<file path="src/rtl/stream_capture_ctrl.sv">
// Host-controlled capture sequencer: flush FIFO, deserialise serial_in MSB-first, gate writes on fifo_full.
// Optional sync-word hunt before capture is enabled by defining STREAM_SYNC_HUNT_EN.
module stream_capture_ctrl #(
    parameter int                DATA_W       = 16,
    parameter int                CNT_W        = 16,
    parameter int                FLUSH_CYCLES = 8,
    parameter logic [DATA_W-1:0] SYNC_WORD    = 16'hA55A
) (
    input  logic              ti_clk,
    input  logic              reset,
    input  logic              serial_in,
    input  logic              cmd_start,
    input  logic              cmd_stop,
    input  logic [CNT_W-1:0]  cfg_word_limit,
    input  logic              fifo_full,
    output logic              fifo_rst,
    output logic              fifo_wr_en,
    output logic [DATA_W-1:0] fifo_din,
    output logic [CNT_W-1:0]  word_count,
    output logic [CNT_W-1:0]  drop_count,
    output logic [1:0]        state,
    output logic              busy
);

    localparam int FC_W = (FLUSH_CYCLES < 2) ? 1 : $clog2(FLUSH_CYCLES);
    localparam int BC_W = (DATA_W < 2) ? 1 : $clog2(DATA_W);

    // HUNT shares the low two bits with CAPTURE so the host sees state=2 in both.
    typedef enum logic [2:0] {
        S_IDLE    = 3'b000,
        S_FLUSH   = 3'b001,
        S_CAPTURE = 3'b010,
        S_DONE    = 3'b011,
        S_HUNT    = 3'b110
    } st_t;

    st_t               st;
    logic [DATA_W-1:0] shift_q;
    logic [BC_W-1:0]   bit_cnt;
    logic [FC_W-1:0]   flush_cnt;
    logic [CNT_W-1:0]  limit_q;
    logic              stop_pend;

    logic [DATA_W-1:0] word_next;
    logic              word_done;
    logic              flush_last;
    logic [CNT_W-1:0]  wc_inc;
    logic [CNT_W-1:0]  dc_inc;

    assign word_next  = {shift_q[DATA_W-2:0], serial_in};
    assign word_done  = (bit_cnt == BC_W'(DATA_W-1));
    assign flush_last = (flush_cnt == FC_W'(FLUSH_CYCLES-1));
    assign wc_inc     = (&word_count) ? word_count : word_count + 1'b1;
    assign dc_inc     = (&drop_count) ? drop_count : drop_count + 1'b1;

    assign state = st[1:0];
    assign busy  = (st == S_FLUSH) || (st == S_CAPTURE) || (st == S_HUNT);

    always_ff @(posedge ti_clk or posedge reset) begin
        if (reset) begin
            st         <= S_IDLE;
            shift_q    <= '0;
            bit_cnt    <= '0;
            flush_cnt  <= '0;
            limit_q    <= '0;
            stop_pend  <= 1'b0;
            fifo_rst   <= 1'b0;
            fifo_wr_en <= 1'b0;
            fifo_din   <= '0;
            word_count <= '0;
            drop_count <= '0;
        end else begin
            fifo_wr_en <= 1'b0;
            case (st)
                S_IDLE, S_DONE: begin
                    if (cmd_start) begin
                        st         <= S_FLUSH;
                        fifo_rst   <= 1'b1;
                        flush_cnt  <= '0;
                        word_count <= '0;
                        drop_count <= '0;
                        limit_q    <= cfg_word_limit;
                        stop_pend  <= 1'b0;
                    end
                end
                S_FLUSH: begin
                    flush_cnt <= flush_cnt + 1'b1;
                    if (cmd_stop)
                        stop_pend <= 1'b1;
                    if (flush_last) begin
                        fifo_rst <= 1'b0;
                        bit_cnt  <= '0;
                        shift_q  <= '0;
                        if (stop_pend || cmd_stop)
                            st <= S_DONE;
                        else
`ifdef STREAM_SYNC_HUNT_EN
                            st <= S_HUNT;
`else
                            st <= S_CAPTURE;
`endif
                    end
                end
                S_CAPTURE: begin
                    shift_q <= word_next;
                    bit_cnt <= word_done ? '0 : bit_cnt + 1'b1;
                    if (word_done) begin
                        if (!fifo_full) begin
                            fifo_wr_en <= 1'b1;
                            fifo_din   <= word_next;
                            word_count <= wc_inc;
                            if ((limit_q != '0) && (wc_inc == limit_q))
                                st <= S_DONE;
                        end else begin
                            drop_count <= dc_inc;
                        end
                    end
                    // A word finishing on the stop cycle was already written above.
                    if (cmd_stop)
                        st <= S_DONE;
                end
`ifdef STREAM_SYNC_HUNT_EN
                S_HUNT: begin
                    shift_q <= word_next;
                    if (cmd_stop) begin
                        st <= S_DONE;
                    end else if (word_next == SYNC_WORD) begin
                        st      <= S_CAPTURE;
                        bit_cnt <= '0;
                    end
                end
`endif
                default: st <= S_IDLE;
            endcase
        end
    end

endmodule

</file>
<file path="config.mk">
export PLATFORM = sky130hd
export DESIGN_NAME = stream_capture_ctrl
export DESIGN_NICKNAME = d
export VERILOG_FILES = /design/src/rtl/stream_capture_ctrl.sv
export SDC_FILE = /design/constraint.sdc
export NUM_CORES = 1
export LEC_CHECK = 0
export CORE_MARGIN = 2
export CORE_UTILIZATION = 50
export DETAILED_ROUTE_END_ITERATION = 12
export DONT_BUFFER_PORTS = 1
export PLACE_DENSITY = 0.73
export REMOVE_ABC_BUFFERS = 1
export SETUP_SLACK_MARGIN = 0.4
export SYNTH_ARGS = -nofsm -noshare
export SYNTH_HDL_FRONTEND = slang
export SYNTH_SLANG_ARGS = --single-unit
</file>
<file path="constraint.sdc">
create_clock -name ti_clk -period 3 [get_ports ti_clk]
set_clock_uncertainty 0.1 [all_clocks]
set_input_delay 0.3 -clock ti_clk [delete_from_list [all_inputs] [get_ports ti_clk]]
set_output_delay 0.3 -clock ti_clk [all_outputs]
set_load 0.05 [all_outputs]
</file>
; ---- Word level (Yosys, flattened, before mapping)
; Cells that the tools add are included.
[word_totals]
word_cells = 87
output_inout_bits = 53
register_bits = 92
inputBits = 22
[op_classes]
n_reduce_logical = 21
n_addsub = 4
bitwise = 1
n_eq_ne = 17
muxes = 33
[ops]
columns = cell, count
row1 = $mux 16, 7
row2 = $pmux 16 s2, 2
row3 = $add 16x1->16 const B, 2
row4 = $reduce_and 16->1, 2
row5 = $pmux 15 s2, 1
row6 = $mux 3, 7
row7 = $eq 16x16->1, 1
row8 = $reduce_bool 16->1, 1
row9 = $mux 15, 1
row10 = $ne 2x2->1 const B, 7
row11 = $reduce_and 5->1, 2
row12 = $pmux 3 s3, 1
row13 = $reduce_and 3->1, 3
row14 = $mux 1, 8
row15 = $mux 4, 2
row16 = $pmux 4 s2, 1
row17 = $eq 3x2->1 const B, 2
row18 = $eq 3x3->1 const B, 2
row19 = $ne 3x3->1 const B, 2
row20 = $pmux 3 s2, 1
row21 = $reduce_and 2->1, 3
row22 = $reduce_bool 2->1, 3
row23 = $add 4x1->4 const B, 1
row24 = $eq 4x4->1 const B, 1
row25 = other kinds (10), 13

; ---- Longest topological paths before layout
[depth]
ltp_word = 9
ltp_mapped = 12
ltp_nobuf = 9

; ---- Worst setup path before layout
; Ideal clock, no wire load.
[synth_timing]
path_kind = reg2reg
start = register word_count[1]
end = register st[1]
arrival_time_ps = 3387
setup_ps = 94
path_slack_ps = -580
n_path_buf = 0
synth_period_minus_slack_ps = 3580
path_stages_with_launch = 9
required_time_ps = 2806
cell_sequence = dfrtp_1 > ha_1 > nand4_2 > nor4_1 > nor3b_1 > xnor2_1 > or4_1 > or4_4 > a221oi_2
[synth_via]
elab_chain_cells = 6
elab_cells_between_ends = 7
cone_classes = 1 x add/sub / 2 x eq/ne / 1 x mux / 3 x reduce/logical
[synth_rtl]
columns = element, line
row1 = "start, declared", 19  ; output logic [CNT_W-1:0] word_count,
row2 = "start signal, assigned", 111  ; word_count <= wc_inc;
row3 = $add 16x1->16 or $reduce_and 16->1 (tied branches), 53  ; assign wc_inc = (&word_count) ? word_count : word_count + 1'b1;
row4 = $mux 16 (*), 53
row5 = $eq 16x16->1 (*), 112  ; if ((limit_q != '0) && (wc_inc == limit_q))
row6 = $logic_and 1x1->1 (*), 112
row7 = $ne 3x2->1 (no source line) (*), n/a
row8 = $reduce_and 5->1 (no source line) (*), n/a
row9 = "end signal, assigned", 113  ; st <= S_DONE;
row10 = "end signal, assigned", 120  ; st <= S_DONE;
row11 = "end signal, assigned", 133  ; default: st <= S_IDLE;
row12 = "end, declared", 37  ; st_t st;
; Every way passes the cells marked *; elsewhere a longest branch is shown, timed or not.
; A chain may end at the register's enable or synchronous reset.

; ---- Final worst setup path
[layout_timing]
start = register word_count[12]
end = register st[0]
; Same word-level chain as after synthesis.

==> impl_results.md <==
* Unrepaired setup endpoints after global routing: true
* Ys async rst share at 100%
* Initial antenna violation count at 0
* DRC Markers at 0
* Min Hold Slack at 65.1 ps
* CP Data Arrival Time at 3160 ps
* Post-synth top flop: dfrtp_1
* DRT iter0 DRCs at 284
* Tot GR Track Use at 25.2%
* TritonCTS clock tree: built
* Post-placement cell count at 645
* Sw Pwr at 1830 uW
* H-tree levels at 3
* Worst endpoint required time at 3200 ps
* GPL Wtd Cong at 0.941
* # IOs at 75
* Sinks on Clock Net at 91
* Hpwl dp at 8.98 mm
* Combinational fraction of design power at 40.3%
* Worst reg2reg startpoint: word_count[12]$_DFFE_PP0P_
* Clock network power share at 18.2%
* Die footprint at 0.0105 mm2
* Worst relative slew slack at 40.7%
* Post-DP Area at 0.00543 mm2
* Grt total ovfl at 0
* Routed via count at 4,073
* Gate Count Post-Synth at 474
* Seq/Total Area, Yosys at 47.1%
* Slew Viols, Final at 0
* Peak supply drop at 607 uV
* Critical Path End Type: flop
* CTS max path bufs at 2
* Vias in the first global route at 3,882
* Final Hold Fails at 0
* ANT nets after route at 0
* Ys Warns at 0
* Status: completed
* Cell Pwr Density at 741 mW/mm2
* Average wire per standard cell at 18.7 um
* CP startpoint kind: flop
* Area of the mapped netlist at 0.00483 mm2
* #FFs+latches synth at 91
* Syn Area/Cell at 10.2 um2
* Post-Route WL at 12.8 mm
* Flop pwr share at 41.5%
* Die H at 102 um
* Post-synth EDFFs at 0
* Ant diodes at 0
* Drt first pass iters at 7
* Switching part of the total at 41.5%
* Row count at 35
* Yosys cell types at 56
* Final instance area at 0.00594 mm2
* Slew @ Worst Pin at 887 ps
* Clock Latency Late Sink at 360 ps
* CP endpoint: st[0]$_DFFE_PP0P_
* Reg2Reg Setup Slack at 30 ps
* Initial core utilization at 51.8%
* Clk pin slew, worst setup/hold paths at 100 ps
* Final period util at 99.0%
* Tmin final at 2970 ps
* First-pass GRT wire length at 20.2 mm
* Max-Cap Viols at 0
* FMAX at 337 MHz
* Port bufs at 0
* Critical Setup Path Class: reg -> reg
* Largest net degree at the start of global routing at 92
* Core Box Area at 0.00933 mm2
* Setup WS pre-CTS at -7.89 ps
* FF-to-FF End: st[0]$_DFFE_PP0P_
* Layout cells sized above 1 at 27.8%
* Via density per instance at 5.96
* Final Net Count at 579
* Crit path max fanout at 10
* Internal cell power at 2580 uW
* Worst setup startpoint: word_count[12]$_DFFE_PP0P_
* Num CTS Buffers at 9
* Final WS setup at 31.4 ps
* Area growth, synth to finish at 23.0%
* Final Non-Filler Cells at 683
* Pwr Total at 4410 uW
* # setup viols final at 0
* Root Driver: clkbuf_8
* Hold/Removal Path Class: in -> reg
* Leakage dissipation at 0.00262 uW
* Chip width at 102 um
* Worst Reg-to-Reg Cells at 9
## metrics by stage
stage	setup TNS (ps)	utilization [%]
3_5_place_dp	-7.89	58.2
2_1_floorplan	-7460	-
5_1_grt	-77.2	63.7
3_3_place_gp	-8.71	58.2
4_1_cts	0	63.4
6_report	0	63.7
## cells by family after synthesis
logic type	count (synthesis)	share of synthesized area (%)
buf+inv	42	3.73
flops	91	47.1
mux	39	8.93
compound gates	113	15.7
xor+xnor	29	5.54
simple gates	153	17.2
fa+ha+maj	7	1.81
## power by group through the flow
stage               combinational [uW]  clock [uW]  sequential [uW]
global placement                  1650           0             1810
global route                      1950         881             1860
CTS                               1760         822             1810
floorplan                         1130           0             1840
finish                            1780         803             1830
detailed placement                1690           0             1830
## sequential cells by signal, indices dropped and copies added, names as in the netlist
register and flops:
bit_cnt 4, drop_count 16, fifo_din 16, fifo_rst 1, fifo_wr_en 1, flush_cnt 3
limit_q 16, shift_q 15, st 2, stop_pend 1, word_count 16
## per-layer routing
metal	track usage, %	wire length (um)
met5	0	0
met4	6.77	199
met3	6.63	868
met2	38.0	5730
met1	36.3	5970
## critical path, cell delays in order (launching register included)
cell     delay, ps
dfrtp_1        430
buf_12         190
and4_2         360
nand4_1        310
mux2i_1        260
nand4_1        110
or4_4          430
or4_4          440
buf_4          150
a21oi_2        120
## cell usage in the layout, fill, tap and decap left out, drive strengths merged, types with 3 or more instances in the layout
cell	n
o21ai	32
dlygate4sd3	19
or3	3
nand2b	4
nand3	10
a311oi	3
or4	4
xnor2	17
nand4	13
nand2	50
and3	4
buf	72
a21o	4
xor2	11
ha	7
inv	18
nor4	16
mux2	33
nor2	30
a22o	17
o31ai	3
mux2i	6
a211oi	5
and4	6
clkbuf	10
a31oi	9
dfrtp	91
a32o	3
nor3	6
a21oi	23
## final cells by class
class | instances | area [um2]
Fill cell | 774 | 3380
Multi-Input combinational cell | 341 | 2470
Sequential cell | 91 | 2280
Timing Repair Buffer | 91 | 790
Tap cell | 129 | 161
Clock buffer | 10 | 138
Inverter | 16 | 61.3
Clock inverter | 5 | 43.8
## worst min path at each step
stage / start / end / slack (ps) / cells past startpoint
3_3_place_gp: reset / drop_count[8]$_DFFE_PP0P_ / 220 / 2
4_1_cts: cmd_start / fifo_rst$_DFFE_PP0P_ / 50 / 2
5_1_grt: cmd_start / fifo_rst$_DFFE_PP0P_ / 110 / 2
2_1_floorplan: serial_in / shift_q[0]$_DFFE_PP0P_ / 330 / 1
6_report: cmd_start / fifo_rst$_DFFE_PP0P_ / 70 / 2
3_5_place_dp: reset / drop_count[8]$_DFFE_PP0P_ / 230 / 2
## repair_timing
item,in CTS,in global routing
endpoints found under the setup margin,5,12
pin swaps,3,2
endpoints found under the hold margin,110,0
buffers inserted,2,2
gates resized for setup,24,8
hold buffers,19,0
## cells in the mapped netlist, drive strengths merged, types with 2 or more instances
library cell  count  area (um2)
nand3            10        55.1
or3               3        18.8
a22o             17         149
or4               4        33.8
and4              6        52.6
o211ai            2        15.0
xor2             11        96.3
nand4            13         100
o21ai            32         160
mux2i             6        60.1
nor4             16         136
a311oi            3        26.3
a31oi             9        56.3
nand3b            2        15.0
o41ai             2        17.5
ha                7        87.6
a32o              3        30.0
o31ai             3        22.5
nand2            50         188
mux2             33         372
nor3              6        30.0
a21o              4        30.0
clkbuf           14        52.6
nor2             30         113
inv              16        60.1
a211oi            5        37.5
nand2b            4        25.0
buf              12        67.6
dfrtp            91        2280
a21oi            23         115
and3              4        25.0
xnor2            17         149
Power figures use the tool's default switching activity.
